`config.mk`:
```
export PLATFORM = sky130hd
export DESIGN_NAME = decode_ctrl_flat
export DESIGN_NICKNAME = d
export VERILOG_FILES = /design/src/rtl/decode_ctrl_pkg.sv /design/src/rtl/decode_ctrl_if.sv /design/src/rtl/decode_alu.sv /design/src/rtl/decode_ctrl.sv /design/src/flat_wrapper.sv
export SDC_FILE = /design/constraint.sdc
export NUM_CORES = 1
export LEC_CHECK = 0
export ABC_AREA = 1
export BUFFER_PORTS_ARGS = -buffer_cell sky130_fd_sc_hd__buf_2
export CAP_MARGIN = 20
export CORE_UTILIZATION = 56
export DETAILED_ROUTE_END_ITERATION = 12
export PLACE_DENSITY = 0.84
export SLEW_MARGIN = 20
export SYNTH_ARGS = -nofsm -noshare
export SYNTH_HDL_FRONTEND = slang
export SYNTH_SLANG_ARGS = --single-unit
```
`constraint.sdc`:
```
create_clock -name clka -period 3.1 [get_ports clka]
set_input_delay 0.62 -clock clka [delete_from_list [all_inputs] [get_ports clka]]
set_output_delay 0.62 -clock clka [all_outputs]
set_load 0.02 [all_outputs]
```
`src/rtl/decode_ctrl_pkg.sv`:
```
// decode_ctrl_pkg: shared constants for the decode controller slice.
//   - data / PC / instruction / register-index widths
//   - instruction field bit positions
//   - opcode values and FSM state encoding
//   - opcode classification helpers used by the controller
package decode_ctrl_pkg;

  localparam int DATA_W    = 8;
  localparam int PC_W      = 8;
  localparam int INSTR_W   = 16;
  localparam int REG_IDX_W = 3;

  // Instruction field positions
  localparam int OPC_MSB = 15;
  localparam int OPC_LSB = 12;
  localparam int RD_MSB  = 11;
  localparam int RD_LSB  = 9;
  localparam int SR1_MSB = 8;
  localparam int SR1_LSB = 6;
  localparam int SR2_MSB = 5;
  localparam int SR2_LSB = 3;
  localparam int IMM_MSB = 7;
  localparam int IMM_LSB = 0;

  typedef logic [3:0] opcode_t;

  localparam opcode_t OP_NOP  = 4'h0;
  localparam opcode_t OP_ADD  = 4'h1;
  localparam opcode_t OP_SUB  = 4'h2;
  localparam opcode_t OP_AND  = 4'h3;
  localparam opcode_t OP_OR   = 4'h4;
  localparam opcode_t OP_XOR  = 4'h5;
  localparam opcode_t OP_LDI  = 4'h6;
  localparam opcode_t OP_BRZ  = 4'h7;
  localparam opcode_t OP_JMP  = 4'h8;
  localparam opcode_t OP_HALT = 4'hF;

  localparam logic [2:0] ST_FETCH     = 3'd0;
  localparam logic [2:0] ST_DECODE    = 3'd1;
  localparam logic [2:0] ST_EXECUTE   = 3'd2;
  localparam logic [2:0] ST_WRITEBACK = 3'd3;
  localparam logic [2:0] ST_HALT      = 3'd4;

  // Opcodes that write a register (ALU ops and LDI)
  function automatic logic is_write_op(input opcode_t op);
    return (op >= OP_ADD) && (op <= OP_LDI);
  endfunction

  // Opcodes that update the zero flag
  function automatic logic is_alu_op(input opcode_t op);
    return (op >= OP_ADD) && (op <= OP_XOR);
  endfunction

  // Unassigned opcodes 9..E
  function automatic logic is_illegal_op(input opcode_t op);
    return (op >= 4'h9) && (op <= 4'hE);
  endfunction

endpackage

```
`src/rtl/decode_ctrl_if.sv`:
```
// decode_ctrl_if: fetch, register-file and status signals of decode_ctrl.
//   fetch   : instr_req_out, instr_addr_out, instr_valid_in, instr_in
//   regfile : sr1_out, sr2_out, sr1_data_in, sr2_data_in,
//             rd_out, we_reg_out, data_out, pc_latch_out
//   status  : zero_out, halted_out, illegal_out
// modport master = controller side, modport slave = memory/regfile side.
interface decode_ctrl_if;
  import decode_ctrl_pkg::*;

  logic                 instr_req_out;
  logic [PC_W-1:0]      instr_addr_out;
  logic                 instr_valid_in;
  logic [INSTR_W-1:0]   instr_in;

  logic [REG_IDX_W-1:0] sr1_out;
  logic [REG_IDX_W-1:0] sr2_out;
  logic [DATA_W-1:0]    sr1_data_in;
  logic [DATA_W-1:0]    sr2_data_in;

  logic [REG_IDX_W-1:0] rd_out;
  logic                 we_reg_out;
  logic [DATA_W-1:0]    data_out;
  logic                 pc_latch_out;

  logic                 zero_out;
  logic                 halted_out;
  logic                 illegal_out;

  modport master (
    output instr_req_out, instr_addr_out, sr1_out, sr2_out, rd_out,
           we_reg_out, data_out, pc_latch_out, zero_out, halted_out,
           illegal_out,
    input  instr_valid_in, instr_in, sr1_data_in, sr2_data_in
  );

  modport slave (
    input  instr_req_out, instr_addr_out, sr1_out, sr2_out, rd_out,
           we_reg_out, data_out, pc_latch_out, zero_out, halted_out,
           illegal_out,
    output instr_valid_in, instr_in, sr1_data_in, sr2_data_in
  );

endinterface

```
`src/rtl/decode_alu.sv`:
```
// decode_alu: combinational execute unit.
//   opcode : instruction opcode
//   a, b   : registered source operands (a = reg[rd] for BRZ)
//   imm8   : immediate field
//   result : ALU/LDI result; for BRZ it passes a through for the zero test
//   zero   : result == 0
module decode_alu
  import decode_ctrl_pkg::*;
(
  input  opcode_t           opcode,
  input  logic [DATA_W-1:0] a,
  input  logic [DATA_W-1:0] b,
  input  logic [DATA_W-1:0] imm8,
  output logic [DATA_W-1:0] result,
  output logic              zero
);

  always_comb begin
    // NOTE: every always_comb output gets a default first so no path can
    // leave it unassigned, which would infer a latch.
    result = '0;
    case (opcode)
      OP_NOP:  result = '0;
      OP_ADD:  result = a + b;   // mod 256, carry discarded
      OP_SUB:  result = a - b;   // mod 256, borrow discarded
      OP_AND:  result = a & b;
      OP_OR:   result = a | b;
      OP_XOR:  result = a ^ b;
      OP_LDI:  result = imm8;
      OP_BRZ:  result = a;
      default: result = '0;
    endcase
    zero = (result == '0);
  end

endmodule

```
`src/rtl/decode_ctrl.sv`:
```
// decode_ctrl: four-phase (FETCH/DECODE/EXECUTE/WRITEBACK) instruction
// controller with a terminal HALT state.
//   clka       : sole clock, rising edge
//   reset_n_in : asynchronous active-low reset
//   bus        : decode_ctrl_if.master (fetch, regfile and status signals)
// Every output is a flop or a decode of the instruction register, so there
// is no combinational path from an input to an output.
module decode_ctrl
  import decode_ctrl_pkg::*;
(
  input  logic          clka,
  input  logic          reset_n_in,
  decode_ctrl_if.master bus
);

  logic [2:0]         state, state_next;
  logic [PC_W-1:0]    pc;
  logic [INSTR_W-1:0] ir;
  logic [DATA_W-1:0]  op_a, op_b, data_q;
  logic               req_q, we_q, pcl_q, zero_q, halted_q, illegal_q;

  opcode_t            opcode;
  logic [DATA_W-1:0]  imm8, alu_result;
  logic               alu_zero, fetch_hit;

  assign opcode = ir[OPC_MSB:OPC_LSB];
  assign imm8   = ir[IMM_MSB:IMM_LSB];

  // req_q is low for the first cycle after reset, so a fetch only
  // completes once the request has actually been presented.
  assign fetch_hit = (state == ST_FETCH) && req_q && bus.instr_valid_in;

  decode_alu u_alu (
    .opcode (opcode),
    .a      (op_a),
    .b      (op_b),
    .imm8   (imm8),
    .result (alu_result),
    .zero   (alu_zero)
  );

  always_comb begin
    state_next = state;
    case (state)
      ST_FETCH:     if (fetch_hit) state_next = ST_DECODE;
      ST_DECODE:    state_next = ST_EXECUTE;
      ST_EXECUTE:   state_next = (opcode == OP_HALT) ? ST_HALT : ST_WRITEBACK;
      ST_WRITEBACK: state_next = ST_FETCH;
      ST_HALT:      state_next = ST_HALT;
      default:      state_next = ST_FETCH;
    endcase
  end

  always_ff @(posedge clka or negedge reset_n_in) begin
    if (!reset_n_in) begin
      state     <= ST_FETCH;
      pc        <= '0;
      ir        <= '0;
      op_a      <= '0;
      op_b      <= '0;
      data_q    <= '0;
      req_q     <= 1'b0;
      we_q      <= 1'b0;
      pcl_q     <= 1'b0;
      zero_q    <= 1'b0;
      halted_q  <= 1'b0;
      illegal_q <= 1'b0;
    end else begin
      // NOTE: non-blocking assignments here so every flop samples the
      // pre-edge values regardless of statement order.
      state <= state_next;
      req_q <= (state_next == ST_FETCH);
      we_q  <= 1'b0;
      pcl_q <= 1'b0;

      if (fetch_hit) begin
        ir <= bus.instr_in;
        pc <= pc + 1'b1;
      end

      if (state == ST_DECODE) begin
        op_a <= bus.sr1_data_in;
        op_b <= bus.sr2_data_in;
      end

      // Strobes are launched on the EXECUTE->WRITEBACK edge so they are
      // high for exactly the WRITEBACK cycle.
      if (state == ST_EXECUTE) begin
        if (is_write_op(opcode)) begin
          we_q   <= 1'b1;
          data_q <= alu_result;
        end
        if (is_alu_op(opcode))
          zero_q <= alu_zero;
        if ((opcode == OP_JMP) || ((opcode == OP_BRZ) && alu_zero))
          pcl_q <= 1'b1;
        if (is_illegal_op(opcode))
          illegal_q <= 1'b1;
        if (opcode == OP_HALT)
          halted_q <= 1'b1;
      end

      // pcl_q is only high in WRITEBACK, never together with fetch_hit.
      if (pcl_q)
        pc <= imm8;
    end
  end

  assign bus.instr_req_out  = req_q;
  assign bus.instr_addr_out = pc;
  // BRZ tests reg[rd], so its rd field is routed to the source-1 port.
  assign bus.sr1_out        = (opcode == OP_BRZ) ? ir[RD_MSB:RD_LSB]
                                                 : ir[SR1_MSB:SR1_LSB];
  assign bus.sr2_out        = ir[SR2_MSB:SR2_LSB];
  assign bus.rd_out         = ir[RD_MSB:RD_LSB];
  assign bus.we_reg_out     = we_q;
  assign bus.data_out       = data_q;
  assign bus.pc_latch_out   = pcl_q;
  assign bus.zero_out       = zero_q;
  assign bus.halted_out     = halted_q;
  assign bus.illegal_out    = illegal_q;

endmodule
```
`src/flat_wrapper.sv`:
```
// flat-port wrapper written by rule: the top's interface ports become plain ports
module decode_ctrl_flat import decode_ctrl_pkg::*;
  (clka, reset_n_in, bus_instr_req_out, bus_instr_addr_out, bus_sr1_out, bus_sr2_out, bus_rd_out, bus_we_reg_out, bus_data_out, bus_pc_latch_out, bus_zero_out, bus_halted_out, bus_illegal_out, bus_instr_valid_in, bus_instr_in, bus_sr1_data_in, bus_sr2_data_in);
  decode_ctrl_if bus_i ();
  input  logic clka;
  input  logic reset_n_in;
  output wire logic [$bits(bus_i.instr_req_out)-1:0] bus_instr_req_out;
  output wire logic [$bits(bus_i.instr_addr_out)-1:0] bus_instr_addr_out;
  output wire logic [$bits(bus_i.sr1_out)-1:0] bus_sr1_out;
  output wire logic [$bits(bus_i.sr2_out)-1:0] bus_sr2_out;
  output wire logic [$bits(bus_i.rd_out)-1:0] bus_rd_out;
  output wire logic [$bits(bus_i.we_reg_out)-1:0] bus_we_reg_out;
  output wire logic [$bits(bus_i.data_out)-1:0] bus_data_out;
  output wire logic [$bits(bus_i.pc_latch_out)-1:0] bus_pc_latch_out;
  output wire logic [$bits(bus_i.zero_out)-1:0] bus_zero_out;
  output wire logic [$bits(bus_i.halted_out)-1:0] bus_halted_out;
  output wire logic [$bits(bus_i.illegal_out)-1:0] bus_illegal_out;
  input wire logic [$bits(bus_i.instr_valid_in)-1:0] bus_instr_valid_in;
  input wire logic [$bits(bus_i.instr_in)-1:0] bus_instr_in;
  input wire logic [$bits(bus_i.sr1_data_in)-1:0] bus_sr1_data_in;
  input wire logic [$bits(bus_i.sr2_data_in)-1:0] bus_sr2_data_in;
  assign bus_instr_req_out = bus_i.instr_req_out;
  assign bus_instr_addr_out = bus_i.instr_addr_out;
  assign bus_sr1_out = bus_i.sr1_out;
  assign bus_sr2_out = bus_i.sr2_out;
  assign bus_rd_out = bus_i.rd_out;
  assign bus_we_reg_out = bus_i.we_reg_out;
  assign bus_data_out = bus_i.data_out;
  assign bus_pc_latch_out = bus_i.pc_latch_out;
  assign bus_zero_out = bus_i.zero_out;
  assign bus_halted_out = bus_i.halted_out;
  assign bus_illegal_out = bus_i.illegal_out;
  assign bus_i.instr_valid_in = bus_instr_valid_in;
  assign bus_i.instr_in = bus_instr_in;
  assign bus_i.sr1_data_in = bus_sr1_data_in;
  assign bus_i.sr2_data_in = bus_sr2_data_in;
  decode_ctrl u_core (.clka(clka), .reset_n_in(reset_n_in), .bus(bus_i));
endmodule
```
==> results_dict.tcl <==
set metrics [dict create \
    synth_edf_count 0 \
    vias 3176 \
    dpl_cell_area_um2 3840 \
    synth_top_family_by_area "simple AND/OR/NAND/NOR gates" \
    power.switching_uw 409 \
    synth_top_cell_by_area "dfrtp_1" \
    dr.first_iter.drc_count 223 \
    power_frac_clock_pct 42.3 \
    powerDensity_nw_per_um2 397 \
    met1_usage_pct 37.3 \
    drcViolationCount 0 \
    synth-compound-area-share_pct 12.6 \
    power_frac_comb_pct 9.5 \
    ys_ff_latch 57 \
    avgViaCountPerCell 5.42 \
    swShare_pct 25.7 \
    period_needed_ns 2.79 \
    ys_seq_area_share_pct 41.1 \
    crit_arrival_ns 3.06 \
    utilization_pct 67.6 \
    grt.total_usage_pct 27.5 \
    synthFlopType "dfrtp_1" \
    syn_to_final_growth_pct 15.9 \
    synth_mux_area_share_pct 0 \
    synthXorXnorAreaFrac_pct 3.28 \
    hpwl_um 6380 \
    cts_buffers 9 \
    intPower_mw 1.19 \
    nFillCells 523 \
    report.final.slew_viol_count 0 \
    critPathCaptureType "flip-flop" \
    fin_skew_ns 0.0115 \
    grt-ovfl-total 0 \
    core_area_um2 5960 \
    syn_area_per_cell_um2 7.89 \
    design_area_um2 4020 \
    hold_class "input port to asynchronous set/reset pin" \
    critPathMaxFanout 4 \
    synthTopCellsByArea "dfrtp_1, nand2_1, ha_1" \
    synth_adder_area_share_pct 9.59 \
    path_clk_slew_ns 0.07 \
    hold_violations 0 \
    placedCellCount 570 \
    start_util_pct 58.3 \
    cts_tree "yes" \
    synth_commonest_cells "nand2_1, dfrtp_1, inv_1, nor2_1, a21oi_1" \
    htreeDepth 3 \
    instances_no_fill 586 \
    grt_use_met3_pct 5.62 \
    antenna_found_initial 0 \
    yosysTopAreaCellShare_pct 41.1 \
    worst_pin_slew_ns 0.678 \
    dr.pass1.iters 5 \
    startpoint_type "flip-flop" \
    setup_violations 0 \
    gp_congestion 0.897 \
    synthSimpleGateAreaFrac_pct 24.6 \
    synth_most_common_cell "nand2_1" \
    rsz0062_at_grt "no" \
    die_h_um 80.7 \
    cts.sinks 57 \
    worstSetupPathType "flip-flop to flip-flop" \
    synthesis.nets 501 \
    routed_wl_um 8340 \
    fin_crit_sh_pct 90.1 \
    power_leakage_nw 2.18 \
    cap_viol_max_count 0 \
    max_slew_margin_pct 54.8 \
    ir_drop_v 0.000305 \
    p_seq_share_pct 48.1 \
    max_freq_mhz 358 \
    grt_use_met2_pct 43.2 \
    postCtsSetupBuffers 0 \
    routedWlPerCell_um 14.2 \
    io_buffer_count 65 \
    die_x_um 80.7 \
    yosysUniqueCellTypes 36 \
    ant_nets 0 \
    cp.required_ns 3.37 \
    yosys_warnings 0 \
    cts_root_buf "clkbuf_8" \
    grt_pass1_vias 2811 \
    setup_tns_ns 0 \
    die-area_um2 6520 \
    synthCells 440 \
    clockBufferDepth 2 \
    power.total_mw 1.60 \
    post_cts_resize_count 0 \
    nNetsFinal 567 \
    grt_max_degree 34 \
    ys_async_sr_fraction_pct 100 \
    rows 28 \
    ctsHoldBuffers 0 \
    status "finished clean" \
    netlist_area_um2 3470 \
    n_antenna_cell 0 \
    top_usage_layer "met2" \
    ios 66 \
    grt_pass1_wl_um 13400 \
    insertion_delay_ns 0.34 \
    drive_gt1_share_pct 21.1 \
]
[cells in the final DEF (no fill, tap or decap), drive strengths merged]
cell type,netlist,routed
nand3,27,27
o221ai,7,7
o21ai,23,23
nand2,107,107
or2,1,1
clkinvlp,0,1
a31oi,5,5
buf,9,69
nand4,5,5
o22ai,2,2
xor2,9,9
o211ai,2,2
o41ai,1,1
xnor2,4,4
a31o,1,1
fa,1,1
nand3b,2,2
nor2,49,49
nor3,5,5
a21boi,1,1
a21oi,30,30
o31ai,1,1
dfrtp,57,57
inv,59,59
clkinv,0,3
clkbuf,5,11
ha,25,25
o2bb2ai,2,2
bufinv,0,1
[through the flow]
step / worst slack (ns) / hold WS, ns
4_1_cts: 0.340 / 0.247
3_5_place_dp: 0.349 / 0.457
3_3_place_gp: 0.423 / 0.442
6_report: 0.306 / 0.230
2_1_floorplan: 0.599 / 0.324
5_1_grt: 0.0288 / 0.265
[worst max-delay path: stages (launching register included)]
cell	delay, ns
dfrtp_1	0.40
inv_1	0.15
ha_1	0.16
inv_1	0.05
o41ai_1	0.36
xor2_1	0.17
inv_1	0.06
ha_1	0.31
nand2_1	0.10
inv_1	0.04
nand2_1	0.05
nand2_1	0.04
a21oi_1	0.16
nand3_1	0.09
nand3_1	0.11
nand3_1	0.09
nor2_1	0.15
nand3_1	0.10
a21oi_1	0.13
[layer usage]
layer | vias to the layer above | part of all wire, %
li1 | 1562 | -
met1 | 1484 | 46
met2 | 112 | 46
met3 | 18 | 6.0
met4 | 0 | 2.0
met5 | - | 0
[registers in the layout, summed over array words and instances (netlist names)]
| register | count |
|---|---|
| u_core.op_a | 8 |
| u_core.op_b | 8 |
| u_core.ir | 16 |
| u_core.bus.data_out | 8 |
| u_core.bus.we_reg_out | 1 |
| u_core.state | 3 |
| u_core.bus.halted_out | 1 |
| u_core.bus.illegal_out | 1 |
| u_core.bus.instr_addr_out | 8 |
| u_core.bus.instr_req_out | 1 |
| u_core.bus.pc_latch_out | 1 |
| u_core.bus.zero_out | 1 |
[logic make-up after synthesis]
kind of cell,count (synthesis)
compound gates,75
xor+xnor,13
fa+ha+maj,26
buf+inv,73
flops,57
simple gates,196
[power by group through the flow]
stage / sequential, mW / combinational, mW / clock, mW
4_1_cts: 0.768 / 0.152 / 0.679
3_3_place_gp: 0.781 / 0.147 / 0
3_5_place_dp: 0.782 / 0.150 / 0
6_report: 0.768 / 0.152 / 0.675
5_1_grt: 0.769 / 0.174 / 0.717
2_1_floorplan: 0.778 / 0.0898 / 0
[worst paths after layout]
check                                             startpoint                                  endpoint  slack (ns)  depth (start not counted)
setup / recovery                  u_core.op_b[0]$_DFFE_PN0P_         u_core.bus.pc_latch_out$_DFF_PN0_        0.31                         18
hold / removal                                    reset_n_in  u_core.bus.instr_addr_out[1]$_DFFE_PN0P_        0.23                          1
setup reg to reg                  u_core.op_b[0]$_DFFE_PN0P_         u_core.bus.pc_latch_out$_DFF_PN0_        0.31                         18
hold reg to reg            u_core.bus.halted_out$_DFFE_PN0P_         u_core.bus.halted_out$_DFFE_PN0P_        0.47                          2
max in group asynchronous                         reset_n_in                u_core.op_a[6]$_DFFE_PN0P_        2.24                          2
min in group clka          u_core.bus.halted_out$_DFFE_PN0P_         u_core.bus.halted_out$_DFFE_PN0P_        0.47                          2
[cell type report]
type / instances / area (um2) / share of cell area (%)
Tap cell: 75 / 93.8 / 2.33
Sequential cell: 57 / 1430 / 35.4
Multi-Input combinational cell: 310 / 1740 / 43.2
Clock buffer: 11 / 131 / 3.26
Timing Repair Buffer: 69 / 355 / 8.83
Clock inverter: 5 / 56.3 / 1.40
Inverter: 59 / 221 / 5.50
(Power assumes the default switching activity.)
